===== src/rtl/ex_hazard_ctrl_pkg.sv =====
// rtl/ex_hazard_ctrl_pkg.sv - shared opcode, forward-select and FSM encodings for the EX hazard controller
package ex_hazard_ctrl_pkg;

  localparam logic [6:0] I_TYPE_LOAD = 7'b0000011;

  localparam logic [1:0] FWD_NONE = 2'b00;
  localparam logic [1:0] FWD_WB   = 2'b01;
  localparam logic [1:0] FWD_MEM  = 2'b10;

  localparam int MC_CNT_W = 4;

  typedef enum logic [0:0] {
    ST_RUN     = 1'b0,
    ST_MC_BUSY = 1'b1
  } hz_state_e;

  // x0 is hard-wired to zero, so a write to it never produces a forward.
  function automatic logic [1:0] fwd_sel(input logic [4:0] rs,
                                         input logic [4:0] mem_rd, input logic mem_we,
                                         input logic [4:0] wb_rd,  input logic wb_we);
    if (mem_we && (mem_rd != 5'd0) && (mem_rd == rs))
      return FWD_MEM;
    else if (wb_we && (wb_rd != 5'd0) && (wb_rd == rs))
      return FWD_WB;
    else
      return FWD_NONE;
  endfunction

endpackage


===== src/rtl/ex_hazard_ctrl_fwd.sv =====
// rtl/ex_hazard_ctrl_fwd.sv - hazard_fwd_unit: combinational two-operand forward compare, MEM over WB
module hazard_fwd_unit
  import ex_hazard_ctrl_pkg::*;
(
  input  logic [4:0] idex_rs1,
  input  logic [4:0] idex_rs2,
  input  logic [4:0] exmem_rd,
  input  logic       exmem_regwrite,
  input  logic [4:0] memwb_rd,
  input  logic       memwb_regwrite,
  output logic [1:0] fwd_a,
  output logic [1:0] fwd_b
);

  assign fwd_a = fwd_sel(idex_rs1, exmem_rd, exmem_regwrite, memwb_rd, memwb_regwrite);
  assign fwd_b = fwd_sel(idex_rs2, exmem_rd, exmem_regwrite, memwb_rd, memwb_regwrite);

endmodule


===== src/rtl/ex_hazard_ctrl.sv =====
// rtl/ex_hazard_ctrl.sv - EX forwarding, load-use stall, redirect flush and multi-cycle sequencing
// Optional saturating stall/flush performance counters under HAZ_PERF_CNT_EN.
module ex_hazard_ctrl
  import ex_hazard_ctrl_pkg::*;
#(
  parameter int MC_LATENCY = 4,
  parameter int CNT_W      = 32
) (
  input  logic             clk,
  input  logic             rst,
  input  logic [4:0]       ifid_rs1,
  input  logic [4:0]       ifid_rs2,
  input  logic             ifid_uses_rs1,
  input  logic             ifid_uses_rs2,
  input  logic [4:0]       idex_rs1,
  input  logic [4:0]       idex_rs2,
  input  logic [4:0]       idex_rd,
  input  logic             idex_is_load,
  input  logic             idex_mc_op,
  input  logic [4:0]       exmem_rd,
  input  logic             exmem_regwrite,
  input  logic [4:0]       memwb_rd,
  input  logic             memwb_regwrite,
  input  logic             ex_redirect,
  output logic [1:0]       forward_select_A,
  output logic [1:0]       forward_select_B,
  output logic             stall_if,
  output logic             stall_id,
  output logic             bubble_ex,
  output logic             hold_ex,
  output logic             flush_id,
  output logic             mc_done,
  output logic             busy,
  output logic [CNT_W-1:0] stall_cnt,
  output logic [CNT_W-1:0] flush_cnt
);

  // The entry cycle is spent in RUN, so the counter covers the remaining cycles minus the final one.
  localparam logic [MC_CNT_W-1:0] MC_LOAD = MC_CNT_W'(MC_LATENCY - 2);

  hz_state_e            state_q, state_d;
  logic [MC_CNT_W-1:0]  cnt_q, cnt_d;
  logic [1:0]           fwd_a, fwd_b;
  logic                 load_use;

  hazard_fwd_unit u_fwd (
    .idex_rs1       (idex_rs1),
    .idex_rs2       (idex_rs2),
    .exmem_rd       (exmem_rd),
    .exmem_regwrite (exmem_regwrite),
    .memwb_rd       (memwb_rd),
    .memwb_regwrite (memwb_regwrite),
    .fwd_a          (fwd_a),
    .fwd_b          (fwd_b)
  );

  assign forward_select_A = rst ? FWD_NONE : fwd_a;
  assign forward_select_B = rst ? FWD_NONE : fwd_b;

  assign load_use = idex_is_load && (idex_rd != 5'd0) &&
                    ((ifid_uses_rs1 && (ifid_rs1 == idex_rd)) ||
                     (ifid_uses_rs2 && (ifid_rs2 == idex_rd)));

  always_ff @(posedge clk or posedge rst) begin
    if (rst) begin
      state_q <= ST_RUN;
      cnt_q   <= '0;
    end else begin
      state_q <= state_d;
      cnt_q   <= cnt_d;
    end
  end

  always_comb begin
    state_d   = state_q;
    cnt_d     = cnt_q;
    stall_if  = 1'b0;
    stall_id  = 1'b0;
    bubble_ex = 1'b0;
    hold_ex   = 1'b0;
    flush_id  = 1'b0;
    mc_done   = 1'b0;
    busy      = 1'b0;
    if (!rst) begin
      unique case (state_q)
        ST_RUN: begin
          // Priority: multi-cycle entry, then redirect, then load-use.
          if (idex_mc_op) begin
            state_d  = ST_MC_BUSY;
            cnt_d    = MC_LOAD;
            stall_if = 1'b1;
            stall_id = 1'b1;
            hold_ex  = 1'b1;
          end else if (ex_redirect) begin
            flush_id  = 1'b1;
            bubble_ex = 1'b1;
          end else if (load_use) begin
            stall_if  = 1'b1;
            stall_id  = 1'b1;
            bubble_ex = 1'b1;
          end
        end
        ST_MC_BUSY: begin
          stall_if = 1'b1;
          stall_id = 1'b1;
          busy     = 1'b1;
          if (cnt_q == '0) begin
            mc_done = 1'b1;
            state_d = ST_RUN;
          end else begin
            hold_ex = 1'b1;
            cnt_d   = cnt_q - 1'b1;
          end
        end
        default: state_d = ST_RUN;
      endcase
    end
  end

`ifdef HAZ_PERF_CNT_EN
  logic [CNT_W-1:0] stall_cnt_q, flush_cnt_q;

  always_ff @(posedge clk or posedge rst) begin
    if (rst) begin
      stall_cnt_q <= '0;
      flush_cnt_q <= '0;
    end else begin
      if (stall_if && (stall_cnt_q != '1)) stall_cnt_q <= stall_cnt_q + 1'b1;
      if (flush_id && (flush_cnt_q != '1)) flush_cnt_q <= flush_cnt_q + 1'b1;
    end
  end

  assign stall_cnt = stall_cnt_q;
  assign flush_cnt = flush_cnt_q;
`else
  assign stall_cnt = '0;
  assign flush_cnt = '0;
`endif

endmodule


===== config.mk =====
export PLATFORM = sky130hd
export DESIGN_NAME = ex_hazard_ctrl
export DESIGN_NICKNAME = d
export VERILOG_FILES = /design/src/rtl/ex_hazard_ctrl_pkg.sv /design/src/rtl/ex_hazard_ctrl_fwd.sv /design/src/rtl/ex_hazard_ctrl.sv
export SDC_FILE = /design/constraint.sdc
export NUM_CORES = 1
export LEC_CHECK = 0
export ABC_AREA = 1
export CORE_ASPECT_RATIO = 1.75
export CORE_MARGIN = 3
export CORE_UTILIZATION = 29
export CTS_CLUSTER_SIZE = 12
export DETAILED_ROUTE_END_ITERATION = 8
export GPL_TIMING_DRIVEN = 0
export PLACE_DENSITY_LB_ADDON = 0.05
export SLEW_MARGIN = 10
export SYNTH_ARGS = -nofsm -noshare
export SYNTH_HDL_FRONTEND = slang
export SYNTH_SLANG_ARGS = --single-unit
export TNS_END_PERCENT = 20

===== constraint.sdc =====
create_clock -name clk -period 1.21 [get_ports clk]
set_input_delay 0.1815 -clock clk [delete_from_list [all_inputs] [get_ports clk]]
set_output_delay 0.1815 -clock clk [all_outputs]
set_load 0.01 [all_outputs]

* After elaboration in Yosys (flattened, before gate mapping)
Cells that the tools add are included.
** Word-level totals
- Word-level logic and storage cells :: 60
- Output and inout bits :: 75
- Bits of input ports :: 44
- Bits in registers :: 5
** Cells by class
- Reduce and logical (&&, ||, !) cells :: 16
- Mux-type cells :: 31
- Bitwise gates (word level) :: 2
- Eq/ne operators :: 8
- $add $sub $neg :: 1
** Operator list (count)
- $eq 5x5->1 :: 6
- $mux 1 :: 22
- $reduce_bool 5->1 :: 3
- $logic_and 1x1->1 :: 10
- $mux 2 :: 4
- $mux 4 :: 2
- $pmux 4 s2 :: 1
- $logic_not 4->1 :: 1
- $ne 2x2->1 const B :: 2
- $pmux 1 s2 :: 2
- $sub 4x1->4 const B :: 1
- $reduce_and 3->1 :: 1
- $not 1->1 :: 2
- $logic_or 1x1->1 :: 1

* Longest topological paths before layout
- Depth in word-level cells :: 9
- Depth in mapped cells :: 9
- Gate-level depth less buffers :: 8

* By module
A second synthesis with hierarchy kept.
** Second synthesis, totals
- Cell total of the unflattened synthesis :: 252
- Area total of the unflattened synthesis :: 1442.6 sq um
** Modules (own cells, without submodules)
- ex_hazard_ctrl :: instances 1, sequential area each 125.1 sq um, area an instance 1079.8 sq um, cells each 171
- hazard_fwd_unit :: instances 1, sequential area each 0.0 sq um, area an instance 362.8 sq um, cells each 81

* Worst setup path before layout
OpenSTA, ideal clock, no wires.
- Kind :: register to register
- Start point :: reg cnt_q[0]
- End point :: reg cnt_q[1]
- Setup time :: 0.132 ns
- Data arrival time :: 1.004 ns
- Period minus slack after synthesis :: 1.136 ns
- Data required time :: 1.078 ns
- Buffers on the path :: 0
- Stages on the path, launching flop included :: 8
- Setup slack :: 0.074 ns
- Path through :: dfrtp_1 -> inv_1 -> ha_1 -> nand3_2 -> nand2_4 -> inv_4 -> nor2_1 -> a31oi_1
** Between the ends
- Longest elaborated chain between the ends :: 3
- Elaborated cells on any way between the ends :: 6
- Those cells by class :: add/sub (1); eq/ne (1); mux (2); reduce/logical (2)
** Ends and longest elaborated chain
- start, declared :: line ex_hazard_ctrl.sv:42 : logic [MC_CNT_W-1:0] cnt_q, cnt_d;
- start signal, assigned :: line ex_hazard_ctrl.sv:70 : cnt_q <= cnt_d;
- $sub 4x1->4 or $logic_not 4->1 (tied branches) :: line ex_hazard_ctrl.sv:112, ex_hazard_ctrl.sv:107
- $mux 4 or $ne 2x2->1 (tied branches)
- $pmux 4 s2 or $reduce_and 3->1 (tied branches)
Several ways; a longest one is shown, not always the timed one. The select of a mux whose other input is x is not followed.
A chain may end at the register's enable or synchronous reset.

* Worst setup path in the final report
- Start point :: reg state_q
- End point :: out stall_if
** Between the ends
- Longest elaborated chain between the ends :: 3
** Ends and longest elaborated chain
- start, declared :: line ex_hazard_ctrl.sv:41 : hz_state_e state_q, state_d;
- start signal, assigned :: line ex_hazard_ctrl.sv:69 : state_q <= state_d;
- $not 1->1
- $pmux 1 s2 * :: line ex_hazard_ctrl.sv:85 : unique case (state_q)
- $mux 1 * :: line ex_hazard_ctrl.sv:84 : if (!rst) begin
- end, declared :: line ex_hazard_ctrl.sv:27 : output logic stall_if,
Every way passes the cells marked *; elsewhere a longest branch is shown, timed or not.

==> run summary <==
hold crit path type: input port to asynchronous set/reset pin
DRC violations left: 0
Port Buffers: 54
Net Switching: 655 µW
critical-path cell list: nor2_4, buf_6, nor2_4, inv_2, nand2_2, buf_6, buf_6
global route overflow: 0
CP Class: flop to output port
R2R setup slack: 40 ps
non-filler cells, final: 397
placed insts: 385
number of antenna diodes: 0
Final Critical Period: 1420 ps
routed via count: 1429
Leak: 0.00136 µW
Top Family by Delay on Critical Path: flip-flops
Worst-path clk slew: 30 ps
1st-iter DRT viols: 27
total CTS buffers: 3
Die Area: 0.00553 mm²
Final GP Congestion: 0.783
cell depth of the worst setup path: 7
Post-CTS Hold Buffers: 0
complex-gate fraction of the synthesized area: 0.0511
largest family of logic cells by synthesized area: buffers and inverters
most frequent cells in the layout: 71 x buf_4, 64 x conb_1, 42 x nand2_1
initial antenna violation count: 0
# clock sinks: 5
hold_ws: 121 ps
Worst Path Arrival: 1240 ps
Clock Power Share: 0.183
mean post-synth cell area: 6.20 µm²
internal cell power: 1030 µW
sequential area share after synthesis: 0.0929
mapped cell area: 0.00135 mm²
largest cells by area after synthesis: buf_4 36%, nand2_1 12%, xnor2_1 12%
commonest non-fill, non-tap cell in the layout: buf_4
Worst VDD drop: 0.000430 V
antenna-violating nets left: 0
post-layout util: 0.520
Die Y: 96.1 µm
Routed WL: 3.61 mm
FF+latch count, synth: 5
unrepaired setup endpoints after global routing: true
Gate power share: 0.639
Pwr Density: 727 mW/mm²
final hold violations: 0
Syn. warnings: 0
Clk Tree Root Cell: clkbuf_8
routed len/inst: 9.09 µm
Synth top area share: 0.362
Syn-to-layout area delta: 71.7%
IO Pins: 119
CTS Buffer Depth: 2
CP max stage delay: 430 ps
post-DR vias/cell: 3.60
number of global-route vias before repair: 1273
core area: 0.00444 mm²
setup tns final: -1270 ps
Simple-Gate Fraction of Synth Area: 0.287
Register-to-Register Path Depth: 6
Buf/Inv on CP: 4
area leader, netlist: buf_4
Critical Path Sink Type: output port
Worst Setup Start Kind: flop
fmax: 706 MHz
Adder-Cell Fraction of Synth Area: 0.00929
nets: 392
Crit. Startpoint: state_q$_DFFE_PP0N_
htree depth: 1
DR pass1 iterations: 4
capturing point of the worst reg2reg path: cnt_q[2]$_DFFE_PP0P_
Sw Ratio: 0.390
MaxCap Viol Count: 0
synthesized instance count: 217
Setup Viol. Count Final: 11
global-route wire length before repair: 5.49 mm
pin count of the biggest net entering global routing: 7
Worst EP required: 1030 ps
row count: 32
Clock Skew: 1.69 ps
fin worst setup slack: -207 ps
status: finished with violations
mux cell area share after synthesis: 0
failing checks: negative setup slack
sequential fraction of design power: 0.178
Synth Area in XOR/XNOR: 0.117
fraction of layout cells with a size suffix above 1: 0.376
Starting Density: 0.303
Worst path slowest cell: dfrtp_2
Clk Latency, worst-skew pair: 220 ps
CP Max Fanout: 5
Die W: 57.5 µm
hpwl dp: 3.12 mm
fin. max-slew vios: 0
R2R Path Start: cnt_q[0]$_DFFE_PP0P_
most frequent CP cell: buf_6
period utilization: 1.17
Synth cell types: 24
CTS tree: yes
gr usage total: 0.126
==> worst min-delay path, delay by kind of cell <==
kind     cells  cell delay (ps)
buf+inv      3              480
==> area by class of cell <==
type / count / area [µm²]
sequential: 5 / 126
inverter: 27 / 106
fill: 473 / 2130
clock buffer: 4 / 45.0
tap: 51 / 63.8
timing repair buffer: 62 / 556
buffer: 65 / 492
multi-input combinational: 183 / 922
==> how the worst max path moves through the flow <==
| stage | end | slack [ps] |
|---|---|---|
| after detailed placement | stall_if | -940 |
| after floorplan | cnt_q[1]$_DFFE_PP0P_ | 70 |
| after global placement | stall_if | -940 |
| after CTS | stall_if | -230 |
| after global routing | stall_if | -280 |
| final | stall_if | -210 |
==> sequential cells by signal, indices dropped and copies added (netlist names) <==
register / count
cnt_q: 4
state_q: 1
==> cell usage after synthesis <==
cell / number
a21oi_1: 2
a31oi_1: 1
and2_1: 2
buf_4: 65
conb_1: 1
dfrtp_1: 5
ha_1: 1
inv_1: 24
inv_2: 2
inv_4: 1
nand2_1: 44
nand2_4: 1
nand3_1: 10
nand3_2: 1
nand4_1: 1
nor2_1: 22
nor2_2: 1
nor2_4: 1
nor3_1: 1
nor3_2: 2
o21ai_1: 9
o31ai_1: 1
or2_1: 1
xnor2_1: 18
==> power by group through the flow <==
stage               registers (µW)  clock network, µW  logic, µW
finish                         300                307       1070
global route                   307                324       1190
CTS                            292                316       1030
detailed placement             290                  0        907
global placement               289                  0        903
floorplan                      276                  0        617
==> per-stage QoR <==
step	power, µW	worst slack (ps)	cell area [µm²]
floorplan	894	74.0	1580
global placement	1190	-944	2190
detailed placement	1200	-941	2190
CTS	1630	-235	2270
global route	1830	-279	2310
finish	1680	-207	2310
==> kinds of logic (layout without fill, tap and decap cells) <==
kind of cell | Yosys count | count (layout)
AO/OA/AOI/OAI | 13 | 13
XOR/XNOR | 18 | 18
adder cells (fa/ha/maj) | 1 | 1
buffers and inverters | 92 | 158
flip-flops | 5 | 5
other | 1 | 64
AND/OR/NAND/NOR | 87 | 87
==> routing by layer <==
layer  routed length (µm)  track usage  vias up
li1                     -            -      789
met3                  350       0.0134        4
met2                 2130        0.268       67
met4                   55       0.0638        0
met1                 1070        0.107      569
met5                    0            0        -
==> what timing repair did <==
action / 4_1_cts / 5_1_grt
buffers inserted: 8 / 0
pin swaps: 32 / 15
gates resized for setup: 141 / 13
endpoints found under the setup margin: 12 / 13
Note: power is estimated with default switching activity, not from simulation.
